File: config.mk
export PLATFORM = sky130hd
export DESIGN_NAME = apb_completer_mem
export DESIGN_NICKNAME = d
export VERILOG_FILES = /design/src/rtl/apb_completer_mem.sv
export SDC_FILE = /design/constraint.sdc
export NUM_CORES = 1
export LEC_CHECK = 0
export BUFFER_PORTS_ARGS = -buffer_cell sky130_fd_sc_hd__buf_2
export CAP_MARGIN = 20
export CORE_UTILIZATION = 25
export CTS_BUF_LIST = sky130_fd_sc_hd__clkbuf_2
export DETAILED_ROUTE_END_ITERATION = 8
export GPL_TIMING_DRIVEN = 0
export PLACE_DENSITY_LB_ADDON = 0.1
export SLEW_MARGIN = 5
export SYNTH_ARGS = -nofsm -noshare
export SYNTH_HDL_FRONTEND = slang
export SYNTH_SLANG_ARGS = --single-unit
File: constraint.sdc
create_clock -name i_PCLK -period 1.7 [get_ports i_PCLK]
set_input_delay 0.34 -clock i_PCLK [delete_from_list [all_inputs] [get_ports i_PCLK]]
set_output_delay 0.34 -clock i_PCLK [all_outputs]
set_load 0.02 [all_outputs]
File: src/rtl/apb_completer_mem.sv
// APB completer with a small word-addressed register memory, programmable wait
// states, byte strobes and PSLVERR for misaligned or out-of-range accesses.
`ifndef ADDR_WIDTH
`define ADDR_WIDTH 8
`endif
`ifndef DATA_WIDTH
`define DATA_WIDTH 32
`endif

module apb_completer_mem #(
  parameter int ADDR_WIDTH  = `ADDR_WIDTH,
  parameter int DATA_WIDTH  = `DATA_WIDTH,
  parameter int DEPTH       = 16,
  parameter int WAIT_STATES = 1
) (
  input  logic                    i_PCLK,
  input  logic                    i_PRESETn,
  input  logic                    i_PSEL,
  input  logic                    i_PENABLE,
  input  logic                    i_PWRITE,
  input  logic [ADDR_WIDTH-1:0]   i_PADDR,
  input  logic [DATA_WIDTH-1:0]   i_PWDATA,
  input  logic [DATA_WIDTH/8-1:0] i_PSTRB,
  output logic [DATA_WIDTH-1:0]   o_PRDATA,
  output logic                    o_PREADY,
  output logic                    o_PSLVERR
);

  localparam int NB    = DATA_WIDTH / 8;
  localparam int LSB   = $clog2(NB);
  localparam int IDX_W = (DEPTH > 1) ? $clog2(DEPTH) : 1;

  typedef enum logic [1:0] {S_IDLE, S_WAIT, S_READY} state_t;

  state_t                r_state;
  logic [3:0]            r_cnt;
  logic [IDX_W-1:0]      r_idx;
  logic                  r_write;
  logic                  r_err;
  logic [DATA_WIDTH-1:0] r_wdata;
  logic [NB-1:0]         r_strb;
  logic [DATA_WIDTH-1:0] r_mem [DEPTH];
  logic                  r_pready;
  logic                  r_pslverr;
  logic [DATA_WIDTH-1:0] r_prdata;

  logic [ADDR_WIDTH-1:0] w_word;
  logic [IDX_W-1:0]      w_new_idx;
  logic                  w_misal;
  logic                  w_oor;
  logic                  w_new_err;
  logic                  w_setup;
  logic                  w_mem_we;
  logic [DATA_WIDTH-1:0] w_merged;

  assign w_word    = i_PADDR >> LSB;
  assign w_new_idx = w_word[IDX_W-1:0];
  assign w_oor     = (32'(w_word) >= 32'(DEPTH));
  assign w_new_err = w_misal | w_oor;
  assign w_setup   = i_PSEL & ~i_PENABLE;

  generate
    if (LSB == 0) begin : g_no_align
      assign w_misal = 1'b0;
    end else begin : g_align
      assign w_misal = |i_PADDR[LSB-1:0];
    end
  endgenerate

  // Strobed lanes take new data, the rest keep the stored bytes.
  generate
    for (genvar gi = 0; gi < NB; gi++) begin : g_lane
      assign w_merged[gi*8 +: 8] = r_strb[gi] ? r_wdata[gi*8 +: 8] : r_mem[r_idx][gi*8 +: 8];
    end
  endgenerate

  // The write commits on the edge leaving READY, and only if PSEL is still held.
  assign w_mem_we = (r_state == S_READY) & i_PSEL & r_write & ~r_err;

  always_ff @(posedge i_PCLK or negedge i_PRESETn) begin
    if (!i_PRESETn) begin
      for (int i = 0; i < DEPTH; i++) begin
        r_mem[i] <= '0;
      end
    end else if (w_mem_we) begin
      r_mem[r_idx] <= w_merged;
    end
  end

  always_ff @(posedge i_PCLK or negedge i_PRESETn) begin
    if (!i_PRESETn) begin
      r_state   <= S_IDLE;
      r_cnt     <= '0;
      r_idx     <= '0;
      r_write   <= 1'b0;
      r_err     <= 1'b0;
      r_wdata   <= '0;
      r_strb    <= '0;
      r_pready  <= 1'b0;
      r_pslverr <= 1'b0;
      r_prdata  <= '0;
    end else begin
      r_pready  <= 1'b0;
      r_pslverr <= 1'b0;
      r_prdata  <= '0;
      case (r_state)
        S_IDLE: begin
          if (w_setup) begin
            r_idx   <= w_new_idx;
            r_write <= i_PWRITE;
            r_err   <= w_new_err;
            r_wdata <= i_PWDATA;
            r_strb  <= i_PSTRB;
            r_cnt   <= 4'(WAIT_STATES);
            if (WAIT_STATES == 0) begin
              r_state   <= S_READY;
              r_pready  <= 1'b1;
              r_pslverr <= w_new_err;
              r_prdata  <= (w_new_err | i_PWRITE) ? '0 : r_mem[w_new_idx];
            end else begin
              r_state <= S_WAIT;
            end
          end
        end
        S_WAIT: begin
          if (!i_PSEL) begin
            r_state <= S_IDLE;
            r_cnt   <= '0;
          end else if (r_cnt == 4'd1) begin
            r_state   <= S_READY;
            r_cnt     <= '0;
            r_pready  <= 1'b1;
            r_pslverr <= r_err;
            r_prdata  <= (r_err | r_write) ? '0 : r_mem[r_idx];
          end else begin
            r_cnt <= r_cnt - 4'd1;
          end
        end
        S_READY: begin
          r_state <= S_IDLE;
        end
        default: begin
          r_state <= S_IDLE;
        end
      endcase
    end
  end

  assign o_PRDATA  = r_prdata;
  assign o_PREADY  = r_pready;
  assign o_PSLVERR = r_pslverr;

endmodule
==> impl_metrics.env <==
export IMPL_rows=122
export IMPL_final_core_utilization=0.3841
export IMPL_synth_async_reset_ratio=1.000
export IMPL_grt_pass1_wl_um=177400
export IMPL_min_period_over_period=1.394
export IMPL_dr_pass1_iters=5
export IMPL_final_max_slew_viol_count=0
export IMPL_grt_pass1_vias=24280
export IMPL_io_buffers=82
export IMPL_setup_violations_final=621
export IMPL_routedWlPerCell_um=28.99
export IMPL_maxSlewHeadroom=0.3261
export IMPL_critPathLaunchType="register"
export IMPL_synth_cell_types=52
export IMPL_cts_max_path_buffers=3
export IMPL_skew_ns=0.1240
export IMPL_yosysWarningCount=0
export IMPL_clock_sinks=594
export IMPL_wirelength_um=132400
export IMPL_slowest_delay_ns=0.40
export IMPL_clk_pin_slew_worst_paths_ns=0.09
export IMPL_core_area_um2=111100
export IMPL_finalCriticalPeriod_ns=2.371
export IMPL_chipHeight_um=337.6
export IMPL_synth_seq_area_share=0.5280
export IMPL_dp_cells=3926
export IMPL_antenna_left=0
export IMPL_use_met3=0.05346
export IMPL_syn_to_final_growth_pct=51.62
export IMPL_reg2reg_from="r_err"
export IMPL_boundaryPins=83
export IMPL_grt_setup_unrepaired="yes"
export IMPL_cp_cell_sequence="buf_6"
export IMPL_drtIter0Drc=1703
export IMPL_clock_fmax_mhz=421.9
export IMPL_drc=0
export IMPL_rrSetupSlack_ns=-0.62
export IMPL_reg2reg_to="r_mem[391]"
export IMPL_use_met2=0.3525
export IMPL_gr_max_usage_layer="met2"
export IMPL_p_leak_nw=18.54
export IMPL_cap_violations=0
export IMPL_grt_overflow_total=0
export IMPL_crit_family="flip-flops"
export IMPL_vias_per_cell=5.235
export IMPL_cts_root_buf="clkbuf_2"
export IMPL_drive_gt1_frac=0.5042
export IMPL_whs_ns=0.07408
export IMPL_num_vias=23910
export IMPL_worst_slack_ns=-0.6705
export IMPL_worstPathMaxFanout=1
export IMPL_hold_violations=0
export IMPL_status="finished, violations left"
export IMPL_crit_arrival_ns=2.03
export IMPL_ir_drop_mv=0.6888
export IMPL_postSynthAreaPerCell_um2=11.98
export IMPL_synth_ff_type="dfrtp_1"
export IMPL_nNetsFinal=3010
export IMPL_critical_path_buf_inv_count=1
export IMPL_worstSkewPairLatency_ns=1.51
export IMPL_criticalPathCategory="reg2out"
export IMPL_netlist_instances=2349
export IMPL_power_density_nw_per_um2=1303
export IMPL_endpoint_kind="primary output"
export IMPL_syn_cell_area_um2=28150
export IMPL_die_w_um=337.6
export IMPL_failed_checks="setup timing"
export IMPL_critPathSlowestCell="dfrtp_1"
export IMPL_die_area_um2=114000
export IMPL_cts_buffers=176
export IMPL_synth_nets=2400
export IMPL_cts_tree="yes"
export IMPL_place_hpwl_um=79200
export IMPL_synth_edff_count=0
export IMPL_met1_usage=0.2860
export IMPL_antenna_found_initial=3
export IMPL_initial_core_util=0.2533
export IMPL_hp_class="in2async"
export IMPL_htree_levels=4
export IMPL_grt_usage=0.2202
export IMPL_power_mw=55.62
export IMPL_pre_cts_ws_ns=-1.639
export IMPL_grt_max_degree=115
export IMPL_tightest_slew_ns=1.011
export IMPL_required_ns=1.36
export IMPL_gp_congestion=0.8024
export IMPL_reg2reg_depth=7
export IMPL_ys_ff_latch=594
export IMPL_stdcell_count=4567
worst max-delay path by stage:
stage	cells past startpoint	from	slack, ns	endpoint
6_report	1	o_PRDATA[6]	-0.67	o_PRDATA[6]
5_1_grt	1	o_PRDATA[4]	-0.79	o_PRDATA[4]
3_5_place_dp	5	r_idx[2]	-1.64	o_PRDATA[20]
2_1_floorplan	5	r_state[0]	-0.14	r_mem[193]
3_3_place_gp	1	i_PRESETn	-12.52	r_mem[310]
4_1_cts	1	o_PRDATA[6]	-0.87	o_PRDATA[6]
state kept, by name (all words and copies together), names as in the netlist:
| signal | flops |
|---|---|
| o_PSLVERR | 1 |
| r_strb | 4 |
| r_err | 1 |
| r_wdata | 32 |
| r_idx | 4 |
| r_write | 1 |
| r_mem | 512 |
| r_state | 2 |
| r_cnt | 4 |
| o_PRDATA | 32 |
| o_PREADY | 1 |
power by group:
| group | total [mW] | leakage [nW] | switching [mW] | internal, mW |
|---|---|---|---|---|
| Clock | 11.1 | 1.17 | 6.74 | 4.40 |
| Combinational | 28.6 | 9.15 | 17.6 | 11.0 |
| Sequential | 15.9 | 8.22 | 0.966 | 14.9 |
layout make-up:
cell class | instances | area (um2)
fill | 10910 | 68440
multi-input combinational | 1540 | 15600
sequential | 594 | 14870
timing repair buffer | 453 | 5931
buffer | 190 | 2868
tap | 1488 | 1862
clock buffer | 250 | 1251
clock inverter | 47 | 289.0
inverter | 4 | 18.77
antenna | 1 | 2.502
metrics by stage:
stage	cell area, um2	setup TNS (ns)
2_1_floorplan	28610	-24.02
3_3_place_gp	30880	-7860.10
3_5_place_dp	31050	-473.83
4_1_cts	38090	-316.76
5_1_grt	42680	-326.27
6_report	42680	-277.85
synthesized netlist by cell type, types with 3 or more instances:
master	instances	area share
mux2i_1	256	0.091
and2_1	14	0.0031
nand3b_1	28	0.0075
nand2_1	141	0.019
clkbuf_1	61	0.0081
buf_2	94	0.017
a32o_1	28	0.010
nor2b_1	7	0.0016
buf_6	28	0.011
a32oi_2	22	0.013
a22oi_1	92	0.025
a41oi_1	3	0.00093
a31oi_1	256	0.057
a21oi_1	289	0.051
nand4b_1	5	0.0016
a41o_1	4	0.0014
a32oi_1	6	0.0019
o21ai_0	4	0.00071
mux2_2	255	0.10
nor2_1	8	0.0011
inv_1	4	0.00053
dfrtp_1	594	0.53
buf_4	14	0.0037
a22oi_2	32	0.014
nand3_1	32	0.0057
clkbuf_4	3	0.00080
nand3_2	32	0.011
buf_1	6	0.00080
per-layer routing:
layer | wire length (um) | vias to the layer above
met4 | 4809 | 0
li1 | - | 10280
met1 | 57410 | 12490
met5 | 0 | -
met2 | 62210 | 869
met3 | 7985 | 272
timing repair:
action / 4_1_cts / 5_1_grt
hold buffers: 96 / 4
setup endpoints to repair: 621 / 632
gates resized for setup: 664 / 602
buffers inserted: 98 / 117
gates cloned: 25 / 35
pin swaps: 167 / 237
endpoints found under the hold margin: 794 / 27
cell usage in the layout, fill, tap and decap left out, types with 28 or more instances in the layout:
cell type,count
a21oi_1,171
clkbuf_2,264
buf_8,31
dlygate4sd3_1,98
dfrtp_1,593
a21oi_2,90
a22oi_2,117
nand3b_1,28
buf_4,98
mux2_2,160
a31oi_1,198
mux2i_2,34
clkinv_1,32
buf_2,50
a21oi_4,28
buf_6,89
buf_12,155
buf_16,33
a31oi_4,56
mux2_4,96
clkbuf_16,37
nand2_1,132
mux2i_1,215
nand3_4,34
tightest hold or removal path, delay by kind of cell:
family | cells | cell delay, ns
buf+inv | 4 | 1.51
cell families (layout without fill, tap and decap cells):
family / after synthesis / after routing / share of synthesized area
compound gates: 743 / 743 / 0.1769
flops: 594 / 594 / 0.5280
mux: 512 / 512 / 0.1936
simple gates: 283 / 283 / 0.05658
buf+inv: 215 / 944 / 0.04405
fa+ha+maj: 2 / 2 / 0.0008888
other cells: 0 / 1 / 0
Note: power is estimated with default switching activity, not from simulation.
